**src/rtl/ysyx_24080006_lsu_axi.sv**
```systemverilog
// Load/store unit: executes one latched memory request as a single AXI4-Lite
// read or write, then returns extended load data or store completion.
module ysyx_24080006_lsu_axi #(
  parameter int unsigned TIMEOUT_CYCLES = 0
) (
  input  logic        clock,
  input  logic        reset,
  input  logic        exu2lsu_valid,
  output logic        lsu2exu_ready,
  input  logic [31:0] lsu_addr,
  input  logic [1:0]  lsu_size,
  input  logic        lsu_sext,
  input  logic        lsu_write,
  input  logic [31:0] lsu_wdata,
  output logic        lsu2exu_valid,
  output logic [31:0] lsu_rdata,
  output logic        lsu_err,
  output logic [31:0] araddr,
  output logic [2:0]  arsize,
  output logic        arvalid,
  input  logic        arready,
  input  logic [31:0] rdata,
  input  logic [1:0]  rresp,
  input  logic        rvalid,
  output logic        rready,
  output logic [31:0] awaddr,
  output logic [2:0]  awsize,
  output logic        awvalid,
  input  logic        awready,
  output logic [31:0] wdata,
  output logic [3:0]  wstrb,
  output logic        wvalid,
  input  logic        wready,
  input  logic [1:0]  bresp,
  input  logic        bvalid,
  output logic        bready
);

  localparam int unsigned CNT_W = 32;

  typedef enum logic [2:0] {
    S_IDLE    = 3'd0,
    S_RD_ADDR = 3'd1,
    S_RD_DATA = 3'd2,
    S_WR_REQ  = 3'd3,
    S_WR_RESP = 3'd4,
    S_DONE    = 3'd5
  } state_t;

  state_t           state;
  logic [1:0]       req_off;
  logic [1:0]       req_size;
  logic             req_sext;
  logic [CNT_W-1:0] tcnt;

  logic             misaligned_c;
  logic [31:0]      shifted_c;
  logic [31:0]      load_ext_c;
  logic [31:0]      wdata_c;
  logic [3:0]       wstrb_c;
  logic             tmo_c;
  logic             aw_ok_c;
  logic             w_ok_c;

  // Alignment check on the incoming request.
  always_comb begin
    misaligned_c = 1'b0;
    case (lsu_size)
      2'd0:    misaligned_c = 1'b0;
      2'd1:    misaligned_c = lsu_addr[0];
      2'd2:    misaligned_c = |lsu_addr[1:0];
      default: misaligned_c = 1'b1;
    endcase
  end

  // Lane steering and strobe generation for stores.
  always_comb begin
    wdata_c = lsu_wdata << {lsu_addr[1:0], 3'b000};
    case (lsu_size)
      2'd0:    wstrb_c = 4'b0001;
      2'd1:    wstrb_c = 4'b0011;
      default: wstrb_c = 4'b1111;
    endcase
    wstrb_c = wstrb_c << lsu_addr[1:0];
  end

  // Load data alignment and sign/zero extension.
  always_comb begin
    shifted_c = rdata >> {req_off, 3'b000};
    case (req_size)
      2'd0:    load_ext_c = {{24{req_sext & shifted_c[7]}}, shifted_c[7:0]};
      2'd1:    load_ext_c = {{16{req_sext & shifted_c[15]}}, shifted_c[15:0]};
      default: load_ext_c = shifted_c;
    endcase
  end

  // Handshake completion and timeout detection; progress wins over timeout.
  always_comb begin
    aw_ok_c = !awvalid || awready;
    w_ok_c  = !wvalid || wready;
    tmo_c   = (TIMEOUT_CYCLES != 0) && ((tcnt + CNT_W'(1)) == CNT_W'(TIMEOUT_CYCLES));
  end

  // Control FSM with registered bus and completion outputs.
  always_ff @(posedge clock) begin
    if (!reset) begin
      state         <= S_IDLE;
      lsu2exu_ready <= 1'b1;
      lsu2exu_valid <= 1'b0;
      lsu_rdata     <= 32'd0;
      lsu_err       <= 1'b0;
      araddr        <= 32'd0;
      arsize        <= 3'd0;
      arvalid       <= 1'b0;
      rready        <= 1'b0;
      awaddr        <= 32'd0;
      awsize        <= 3'd0;
      awvalid       <= 1'b0;
      wdata         <= 32'd0;
      wstrb         <= 4'd0;
      wvalid        <= 1'b0;
      bready        <= 1'b0;
      req_off       <= 2'd0;
      req_size      <= 2'd0;
      req_sext      <= 1'b0;
      tcnt          <= '0;
    end else begin
      lsu2exu_valid <= 1'b0;
      case (state)
        S_IDLE: begin
          if (exu2lsu_valid) begin
            req_off       <= lsu_addr[1:0];
            req_size      <= lsu_size;
            req_sext      <= lsu_sext;
            lsu2exu_ready <= 1'b0;
            tcnt          <= '0;
            if (misaligned_c) begin
              state         <= S_DONE;
              lsu2exu_valid <= 1'b1;
              lsu_err       <= 1'b1;
              lsu_rdata     <= 32'd0;
            end else if (lsu_write) begin
              state   <= S_WR_REQ;
              awaddr  <= lsu_addr;
              awsize  <= {1'b0, lsu_size};
              awvalid <= 1'b1;
              wdata   <= wdata_c;
              wstrb   <= wstrb_c;
              wvalid  <= 1'b1;
            end else begin
              state   <= S_RD_ADDR;
              araddr  <= lsu_addr;
              arsize  <= {1'b0, lsu_size};
              arvalid <= 1'b1;
            end
          end
        end
        S_RD_ADDR: begin
          if (arready) begin
            arvalid <= 1'b0;
            rready  <= 1'b1;
            tcnt    <= '0;
            state   <= S_RD_DATA;
          end else if (tmo_c) begin
            arvalid       <= 1'b0;
            state         <= S_DONE;
            lsu2exu_valid <= 1'b1;
            lsu_err       <= 1'b1;
            lsu_rdata     <= 32'd0;
          end else begin
            tcnt <= tcnt + CNT_W'(1);
          end
        end
        S_RD_DATA: begin
          if (rvalid) begin
            rready        <= 1'b0;
            state         <= S_DONE;
            lsu2exu_valid <= 1'b1;
            lsu_err       <= (rresp != 2'b00);
            lsu_rdata     <= (rresp != 2'b00) ? 32'd0 : load_ext_c;
          end else if (tmo_c) begin
            rready        <= 1'b0;
            state         <= S_DONE;
            lsu2exu_valid <= 1'b1;
            lsu_err       <= 1'b1;
            lsu_rdata     <= 32'd0;
          end else begin
            tcnt <= tcnt + CNT_W'(1);
          end
        end
        S_WR_REQ: begin
          if (awready) awvalid <= 1'b0;
          if (wready)  wvalid  <= 1'b0;
          if (aw_ok_c && w_ok_c) begin
            awvalid <= 1'b0;
            wvalid  <= 1'b0;
            bready  <= 1'b1;
            tcnt    <= '0;
            state   <= S_WR_RESP;
          end else if (tmo_c) begin
            awvalid       <= 1'b0;
            wvalid        <= 1'b0;
            state         <= S_DONE;
            lsu2exu_valid <= 1'b1;
            lsu_err       <= 1'b1;
            lsu_rdata     <= 32'd0;
          end else begin
            tcnt <= tcnt + CNT_W'(1);
          end
        end
        S_WR_RESP: begin
          if (bvalid) begin
            bready        <= 1'b0;
            state         <= S_DONE;
            lsu2exu_valid <= 1'b1;
            lsu_err       <= (bresp != 2'b00);
            lsu_rdata     <= 32'd0;
          end else if (tmo_c) begin
            bready        <= 1'b0;
            state         <= S_DONE;
            lsu2exu_valid <= 1'b1;
            lsu_err       <= 1'b1;
            lsu_rdata     <= 32'd0;
          end else begin
            tcnt <= tcnt + CNT_W'(1);
          end
        end
        S_DONE: begin
          state         <= S_IDLE;
          lsu2exu_ready <= 1'b1;
        end
        default: begin
          state         <= S_IDLE;
          lsu2exu_ready <= 1'b1;
        end
      endcase
    end
  end

endmodule

```
**config.mk**
```make
export PLATFORM = sky130hd
export DESIGN_NAME = ysyx_24080006_lsu_axi
export DESIGN_NICKNAME = d
export VERILOG_FILES = /design/src/rtl/ysyx_24080006_lsu_axi.sv
export SDC_FILE = /design/constraint.sdc
export NUM_CORES = 1
export LEC_CHECK = 0
export ABC_AREA = 1
export CAP_MARGIN = 5
export CORE_MARGIN = 2
export CORE_UTILIZATION = 48
export DETAILED_ROUTE_END_ITERATION = 12
export PLACE_DENSITY = 0.86
export SYNTH_ARGS = -nofsm -noshare
export SYNTH_HDL_FRONTEND = slang
export SYNTH_SLANG_ARGS = --single-unit
```
**constraint.sdc**
```tcl
create_clock -name clock -period 2.29 [get_ports clock]
set_input_delay 0.458 -clock clock [delete_from_list [all_inputs] [get_ports clock]]
set_output_delay 0.458 -clock clock [all_outputs]
set_load 0.02 [all_outputs]
```
==> flow_summary.yaml, run 1 <==
floorplanning:
  die_w_um: 124
  core_region_area_sq_mm: 0.0140
  start_util_pct: 49.3
  die-area_sq_mm: 0.0154
  ioPinCount: 258
  die_h_um: 124
  rows: 43
clock_tree:
  cts_made_buffers: 17
  clk_pin_slew_worst_paths_ns: 0.07
  clkLatencyLatePin_ns: 0.43
  postCtsSetupBuffers: 0
  clock_sinks: 152
  cts-root-buf: "clkbuf_16"
  cts_tree: "yes"
  clock_path_buffers: 2
  post_cts_resized: 0
  hold_buffers: 0
  htreeDepth: 4
routing:
  drc: 0
  ant_nets: 0
  avgViaCountPerCell: 5.31
  wirelength_um: 22100
  drt-initial-drc-count: 767
  wl_per_cell_um: 15.5
  dr.pass1.iters: 5
  vias: 7587
worst_setup_path:
  cp_cell_sequence: "clkdlybuf4s50_1"
  start_kind: "flop"
  cpPeakStageDelay_ns: 0.63
  path_buf_inv: 1
  ff2ff_setup_slack_ns: 0.54
  worstPathArrival_ns: 1.45
  cp_slowest_cell: "clkdlybuf4s50_1"
  critical_path_class: "flop to output pin"
  r2r-end: "awaddr[13]"
  critPathRequiredTime_ns: 1.83
  path_depth: 1
  rr_startpoint: "state[1]"
  r2r_cells: 9
  end_kind: "output pin"
  critPathMaxFanout: 2
  cp_top_family: "buffers and inverters"
logic_synthesis:
  yosysMostFrequentCell: "nand2_1"
  async_reset_ff_share_pct: 0
  synth_edf_count: 0
  avgSynthCellArea_sq_um: 6.87
  synth.top_cells.by_count: "nand2_1, nor2_1, dfxtp_1, o21ai_0, nand3_1"
  synth_area_leader_cell: "dfxtp_1"
  synth_area_sq_mm: 0.00690
  yosys_most_used_dff: "dfxtp_1"
  syn_inst: 1005
  yosysSeqAreaShare_pct: 44.1
  synth_seq_cells: 152
  synthTopCellsByArea: "dfxtp_1, nand2_1, nor2_1"
  yosysWarnings: 0
  yosysUniqueCellTypes: 32
  synth_top_cell_area_share_pct: 44.1
cells_and_area:
  fill_cells: 1153
  areaGrowthSynthToFinish_pct: 47.2
  fin_nets: 1347
  n_antenna_cell: 0
  fin_area_sq_mm: 0.0102
  multiInputGateArea_sq_mm: 0.00332
  drive_above_1_share_pct: 7.29
  regArea_sq_mm: 0.00304
power_and_ir_drop:
  seqPwrFrac_pct: 35.5
  swShare_pct: 36.4
  power_frac_clock_pct: 31.6
  combPwrFrac_pct: 32.9
  power.density_mw_per_mm2: 841
  ir_worst_vdd_mv: 0.578
  p_int_w: 0.00543
  p_leak_nw: 4.10
  p_total_w: 0.00854
  power_switching_w: 0.00311
timing:
  finalHoldViolations: 0
  slew_headroom_pct: 46.3
  min_period_ns: 1.91
  rsz0062_at_grt: "no"
  post-route-period-util_pct: 83.3
  clock_skew_ns: 0.0149
  tightest_slew_ns: 0.805
  setup_viol: 0
  max_freq_mhz: 524
  fin_tns_setup_ns: 0
  drv_slew: 0
placed_design:
  hpwl_um: 15700
  gp_congestion: 0.969
  post_dp_cell_area_sq_mm: 0.00959
  port_buffers: 255
min_path:
  hold_depth: 2
  holdCritStartpoint: "bready"
  hold_path.class: "flop to flop"
  worstHoldEndpoint: "bready"
flow_run:
  drv_cap: 0
global_route:
  grt_max_degree: 96
  grt_pass1_wl_um: 34300
  globalRouteOverflowTotal: 0
  grt_pass1_vias: 7053
  grtUsageTotal_pct: 28.8
  antenna_found_initial: 0
outcome:
  status: "complete, no violations"
-- layout make-up --
class / instances / share of cell area (%)
clock inverters: 14 / 1.26
multi-input cells: 734 / 32.6
clock buffers: 18 / 4.32
repair buffers: 279 / 27.7
well taps: 180 / 2.22
flip-flops and latches: 152 / 30.0
inverters: 51 / 1.91
-- layout by cell type, fill, tap and decap left out, types with 4 or more instances in the layout --
| master | count |
|---|---|
| nand3_2 | 4 |
| nor2_1 | 188 |
| nand3_1 | 74 |
| nor3_1 | 10 |
| o21ai_0 | 116 |
| buf_12 | 7 |
| dfxtp_1 | 152 |
| buf_4 | 17 |
| o31ai_1 | 6 |
| mux2i_1 | 7 |
| clkbuf_16 | 17 |
| nand2_1 | 215 |
| inv_2 | 8 |
| o22ai_1 | 9 |
| a21oi_1 | 72 |
| inv_6 | 7 |
| nand2_2 | 6 |
| clkdlybuf4s50_1 | 254 |
| inv_1 | 41 |
| nor2_2 | 10 |
-- worst register-to-register path: stages, from the launching register on --
cell	delay, ns
dfxtp_1	0.36
inv_2	0.10
nand2_1	0.11
nor2_4	0.16
nand2_2	0.10
nor2_1	0.12
nand2_2	0.16
buf_4	0.26
o21ai_0	0.22
nor2_1	0.06
-- per-stage QoR --
step	setup slack (ns)	hold WS (ns)	std cells	utilization, %
6_report	0.383	0.454	1428	72.6
5_1_grt	0.284	0.482	1428	72.6
3_5_place_dp	0.0149	0.449	1396	68.6
2_1_floorplan	0.631	0.445	1006	-
3_3_place_gp	0.0812	0.436	1396	68.6
4_1_cts	0.360	0.458	1428	72.6
-- registers in the layout (all words and copies together) (netlist names), 2 cells and up --
name and flops:
araddr 32, awaddr 32, lsu_rdata 32, wdata 32, wstrb 4, state 3, arsize 2, awsize 2
req_off 2, req_size 2
-- layer usage --
layer	wire, um	up-vias	track usage (%)
li1	-	3728	-
met1	8540	3445	33.4
met2	10400	355	46.9
met3	2430	59	11.4
met4	798	0	13.0
met5	0	-	0
-- power groups by stage --
stage	logic, W	clock network, W	registers [W]
6_report	0.00281	0.00270	0.00303
5_1_grt	0.00307	0.00286	0.00306
4_1_cts	0.00279	0.00273	0.00303
3_5_place_dp	0.00277	0	0.00309
3_3_place_gp	0.00274	0	0.00308
2_1_floorplan	0.00150	0	0.00330
-- worst max-delay path by stage --
stage	from	endpoint	slack, ns
final	awaddr[2]	awaddr[2]	0.38
after global routing	lsu_size[1]	awaddr[28]	0.28
after CTS	awaddr[2]	awaddr[2]	0.36
after detailed placement	lsu_size[1]	awaddr[13]	0.01
after global placement	lsu_size[1]	araddr[0]	0.08
after floorplan	lsu_addr[0]	araddr[10]	0.63
-- cell families after synthesis --
| family | after synthesis | share of synthesized area, % |
|---|---|---|
| AND/OR/NAND/NOR | 514 | 31.1 |
| buffers and inverters | 120 | 7.92 |
| flip-flops | 152 | 44.1 |
| AO/OA/AOI/OAI | 211 | 15.9 |
| multiplexers | 7 | 1.02 |
| other | 1 | 0.0543 |
No activity file was read; power rests on OpenSTA's default activity.
==> run 2, diff against run 1 <==
--- a/config.mk
+++ b/config.mk
@@ -8,9 +8,9 @@
 export ABC_AREA = 1
 export CAP_MARGIN = 5
 export CORE_MARGIN = 2
-export CORE_UTILIZATION = 48
+export CORE_UTILIZATION = 40
 export DETAILED_ROUTE_END_ITERATION = 12
-export PLACE_DENSITY = 0.86
+export PLACE_DENSITY = 0.76
 export SYNTH_ARGS = -nofsm -noshare
 export SYNTH_HDL_FRONTEND = slang
 export SYNTH_SLANG_ARGS = --single-unit
==> constraint.sdc (replaced) <==
create_clock -name clock -period 1.6 [get_ports clock]
set_input_delay 0.32 -clock clock [delete_from_list [all_inputs] [get_ports clock]]
set_output_delay 0.32 -clock clock [all_outputs]
set_load 0.02 [all_outputs]
==> flow_summary.yaml, run 2 (synthesized netlist as in run 1, its figures left out) <==
outcome:
  status: "complete, no violations"
clock_tree:
  clk_pin_slew_worst_paths_ns: 0.06
  htreeDepth: 4
  cts_made_buffers: 17
  cts_tree: "yes"
  clock_sinks: 152
  clock_path_buffers: 2
  clkLatencyLatePin_ns: 0.42
  cts-root-buf: "clkbuf_16"
placed_design:
  hpwl_um: 16900
  port_buffers: 255
  post-place-cells: 1499
  gp_congestion: 0.955
floorplanning:
  rows: 48
  core_region_area_sq_mm: 0.0171
  ioPinCount: 258
  die_w_um: 135
  start_util_pct: 40.5
  die_h_um: 135
  die-area_sq_mm: 0.0183
cells_and_area:
  final_cell_mix: "nand2_1, nor2_1, dfxtp_1, dlygate4sd2_1, clkdlybuf4s50_1"
  drive_above_1_share_pct: 12.9
  fin_nets: 1420
  mostFrequentLayoutCell: "nand2_1"
  fill_cells: 1563
  fin_cells: 1545
  areaGrowthSynthToFinish_pct: 57.5
  n_antenna_cell: 0
worst_setup_path:
  cp-startpoint: "state[1]"
  rr_startpoint: "state[1]"
  critPathRequiredTime_ns: 1.95
  critical_path_class: "flop to flop"
  critPathMaxFanout: 12
  end_kind: "flop"
  start_kind: "flop"
  worstPathArrival_ns: 1.90
global_route:
  grt_pass1_wl_um: 36700
  grt_use_met1_pct: 29.1
  busiest_layer: "met2"
  grt_max_degree: 58
  grtUsageTotal_pct: 25.3
  grt_pass1_vias: 7296
  antenna_found_initial: 0
  globalRouteOverflowTotal: 0
  grtUsageMet3_pct: 8.98
  met2_usage_pct: 42.8
routing:
  dr.pass1.iters: 5
  wirelength_um: 23800
  drt-initial-drc-count: 512
  ant_nets: 0
  wl_per_cell_um: 15.4
  avgViaCountPerCell: 5.06
  vias: 7817
  drc: 0
timing:
  drv_slew: 0
  max_freq_mhz: 645
  hold_ws_ns: 0.220
  min_period_ns: 1.55
  finalHoldViolations: 0
  setup_viol: 0
  post-route-period-util_pct: 96.8
  clock_skew_ns: 0.00794
flow_run:
  drv_cap: 0
min_path:
  hold_path.class: "input port to flop"
  holdCritStartpoint: "reset"
power_and_ir_drop:
  p_leak_nw: 5.22
  power.density_mw_per_mm2: 1200
  p_total_w: 0.0131
  ir_worst_vdd_mv: 0.829
## run 2: per-layer routing
metal	vias up	share of wire (%)
met4	0	3.7
met1	3521	39
met5	-	0
met3	59	9.8
li1	3882	-
met2	355	48
## run 2: metrics by stage
step	worst slack, ns	cell area [sq um]	setup TNS (ns)	utilization, %
2_1_floorplan	0.0792	6910	0	-
3_3_place_gp	-0.390	10200	-48.73	59.6
3_5_place_dp	-0.491	10200	-58.86	59.6
4_1_cts	0.0240	10700	0	62.6
5_1_grt	-0.0152	10900	-0.124	63.7
6_report	0.0504	10900	0	63.7
## run 2: final cells by class
| type | instances | area [sq um] | share of cell area [%] |
|---|---|---|---|
| Clock inverter | 12 | 168 | 1.54 |
| Timing Repair Buffer | 352 | 3370 | 31.0 |
| Sequential cell | 152 | 3050 | 28.0 |
| Clock buffer | 19 | 443 | 4.07 |
| Inverter | 51 | 203 | 1.86 |
| Multi-Input combinational cell | 734 | 3360 | 30.9 |
| Tap cell | 225 | 282 | 2.59 |
## run 2: path summary, 6_finish.rpt
check | slack (ns) | depth (start not counted) | to
setup / recovery | 0.05 | 9 | wdata[13]
hold reg to reg | 0.46 | 2 | lsu_rdata[4]
setup reg to reg | 0.05 | 9 | wdata[13]
hold / removal | 0.22 | 3 | awaddr[4]
## run 2: report_power, final
part           internal, W  switching [W]
registers          0.00413       0.000212
logic              0.00191        0.00264
clock network      0.00251        0.00166
total              0.00856        0.00451
## run 2: critical path, cell delays in order, from the launching register on
cell,delay [ns]
dfxtp_4,0.37
inv_4,0.08
nand2_4,0.06
nor2_4,0.12
nand2_4,0.08
nor3_4,0.21
buf_12,0.17
buf_12,0.14
nand3_1,0.09
a21oi_1,0.14
## run 2: repair_timing
action,CTS,global route
hold buffers,0,0
cloned,2,3
pin swaps,1,11
resized for setup,147,35
setup buffers,4,6
endpoints found under the setup margin,173,138
==> run 3, diff against run 2 <==
--- a/config.mk
+++ b/config.mk
@@ -9,8 +9,10 @@
 export CAP_MARGIN = 5
 export CORE_MARGIN = 2
 export CORE_UTILIZATION = 40
+export CTS_CLUSTER_SIZE = 8
 export DETAILED_ROUTE_END_ITERATION = 12
 export PLACE_DENSITY = 0.76
+export SETUP_SLACK_MARGIN = 0.3
 export SYNTH_ARGS = -nofsm -noshare
 export SYNTH_HDL_FRONTEND = slang
 export SYNTH_SLANG_ARGS = --single-unit
==> flow_summary.yaml, run 3 (synthesized netlist as in run 1, its figures left out) <==
outcome:
  status: "complete, no violations"
routing:
  avgViaCountPerCell: 5.11
  drt-initial-drc-count: 569
  drc: 0
  vias: 7943
  wirelength_um: 24900
  wl_per_cell_um: 16.0
  dr.pass1.iters: 5
  ant_nets: 0
timing:
  drv_slew: 0
  hold_ws_ns: 0.381
  rsz0062_at_grt: "yes"
  finalHoldViolations: 0
  post-route-period-util_pct: 96.4
  clock_skew_ns: 0.0110
  max_freq_mhz: 648
  setup_viol: 0
  min_period_ns: 1.54
power_and_ir_drop:
  ir_worst_vdd_mv: 0.872
  p_leak_nw: 4.97
  power.density_mw_per_mm2: 1230
worst_setup_path:
  end_kind: "flop"
  critical_path_class: "input port to flop"
  critPathRequiredTime_ns: 1.91
  path_buf_inv: 3
  cp_top_family: "buffers and inverters"
  cp_slowest_cell: "clkdlybuf4s50_1"
  critPathMaxFanout: 7
  cpPeakStageDelay_ns: 0.44
  start_kind: "input port"
  worstPathArrival_ns: 1.85
  crit_top_cell: "nand2_1"
  cp_cell_sequence: "clkdlybuf4s50_1, o21ai_2, nand2_4, nor3_4, buf_6, clkbuf_16, nand2_1, nand2_1, nor2_1"
floorplanning:
  die_h_um: 135
  die_w_um: 135
  die-area_sq_mm: 0.0183
  start_util_pct: 40.5
  rows: 48
  core_region_area_sq_mm: 0.0171
  ioPinCount: 258
clock_tree:
  clkLatencyLatePin_ns: 0.42
  hold_buffers: 0
  clock_sinks: 152
  cts_tree: "yes"
  clk_pin_slew_worst_paths_ns: 0.06
  clock_path_buffers: 2
  cts-root-buf: "clkbuf_16"
  htreeDepth: 4
  cts_made_buffers: 17
flow_run:
  drv_cap: 0
global_route:
  grt_max_degree: 58
  grtUsageMet3_pct: 8.60
  globalRouteOverflowTotal: 0
  grt_use_met1_pct: 30.7
  antenna_found_initial: 1
  met2_usage_pct: 43.5
  grtUsageTotal_pct: 25.9
  grt_pass1_vias: 7458
  grt_pass1_wl_um: 37400
  busiest_layer: "met2"
cells_and_area:
  mostFrequentLayoutCell: "nand2_1"
  drive_above_1_share_pct: 31.2
  fin_util_pct: 64.5
  fin_nets: 1427
  final_cell_mix: "nand2_1, nor2_1, dfxtp_1, clkdlybuf4s50_1, buf_2"
  areaGrowthSynthToFinish_pct: 59.3
min_path:
  hold_path.class: "input port to flop"
placed_design:
  gp_congestion: 0.912
  hpwl_um: 16700
  port_buffers: 255
-- run 3: cell types whose count changed in the layout (fill, tap and decap cells not counted), sizes merged --
cell           delta
clkbuf            +7
clkdlybuf4s50     -2
dlymetal6s2s      -1
dlygate4sd2     -141
buf             +145
nand3             +1
diode             +1
bufinv            -2
-- run 3: stage by stage --
stage	setup TNS [ns]	instances	worst slack [ns]	area (sq um)	total power, W
floorplan	0	1006	0.132	7090	0.00705
CTS	0	1541	0.0899	10400	0.0127
global route	-0.0491	1553	-0.0166	11000	0.0142
global placement	-48.80	1491	-0.416	10200	0.00874
finish	0	1553	0.0573	11000	0.0135
detailed placement	-54.76	1491	-0.477	10200	0.00878
-- run 3: metal layers --
metal | routed length (um) | up-vias
met3 | 2310 | 59
met5 | 0 | -
li1 | - | 3908
met2 | 12100 | 348
met4 | 839 | 0
met1 | 9660 | 3628
-- run 3: worst paths after layout --
path                                  start         end  slack [ns]  cells past startpoint
worst max-delay path            lsu_addr[1]   wdata[27]        0.06                      9
worst min-delay path                  reset   awaddr[1]        0.38                      4
worst max register to register     state[0]  araddr[18]        0.06                      8
worst min register to register       bready      bready        0.44                      2
-- run 3: worst min-delay path, cell delays in order --
cell and delay (ns):
buf_2 0.14, buf_4 0.20, o21ai_2 0.07, nor2_1 0.04
-- run 3: final cells by class --
class / count / area [sq um]
inverters: 51 / 225
multi-input cells: 735 / 3750
well taps: 225 / 282
clock inverters: 10 / 97.6
flip-flops and latches: 152 / 3070
clock buffers: 21 / 450
diodes: 1 / 2.50
repair buffers: 358 / 3120
fillers: 1542 / 6060
-- run 3: report_power, final --
part / internal (W) / total, W / switching, W
Clock: 0.00218 / 0.00376 / 0.00159
Sequential: 0.00415 / 0.00444 / 0.000282
Combinational: 0.00230 / 0.00532 / 0.00302
Total: 0.00863 / 0.0135 / 0.00489
-- run 3: what timing repair did --
item | in CTS | in global routing
cloned | 6 | 6
pin swaps | 35 | 50
setup buffers | 13 | 5
endpoints found under the setup margin | 288 | 185
resized for setup | 672 | 157
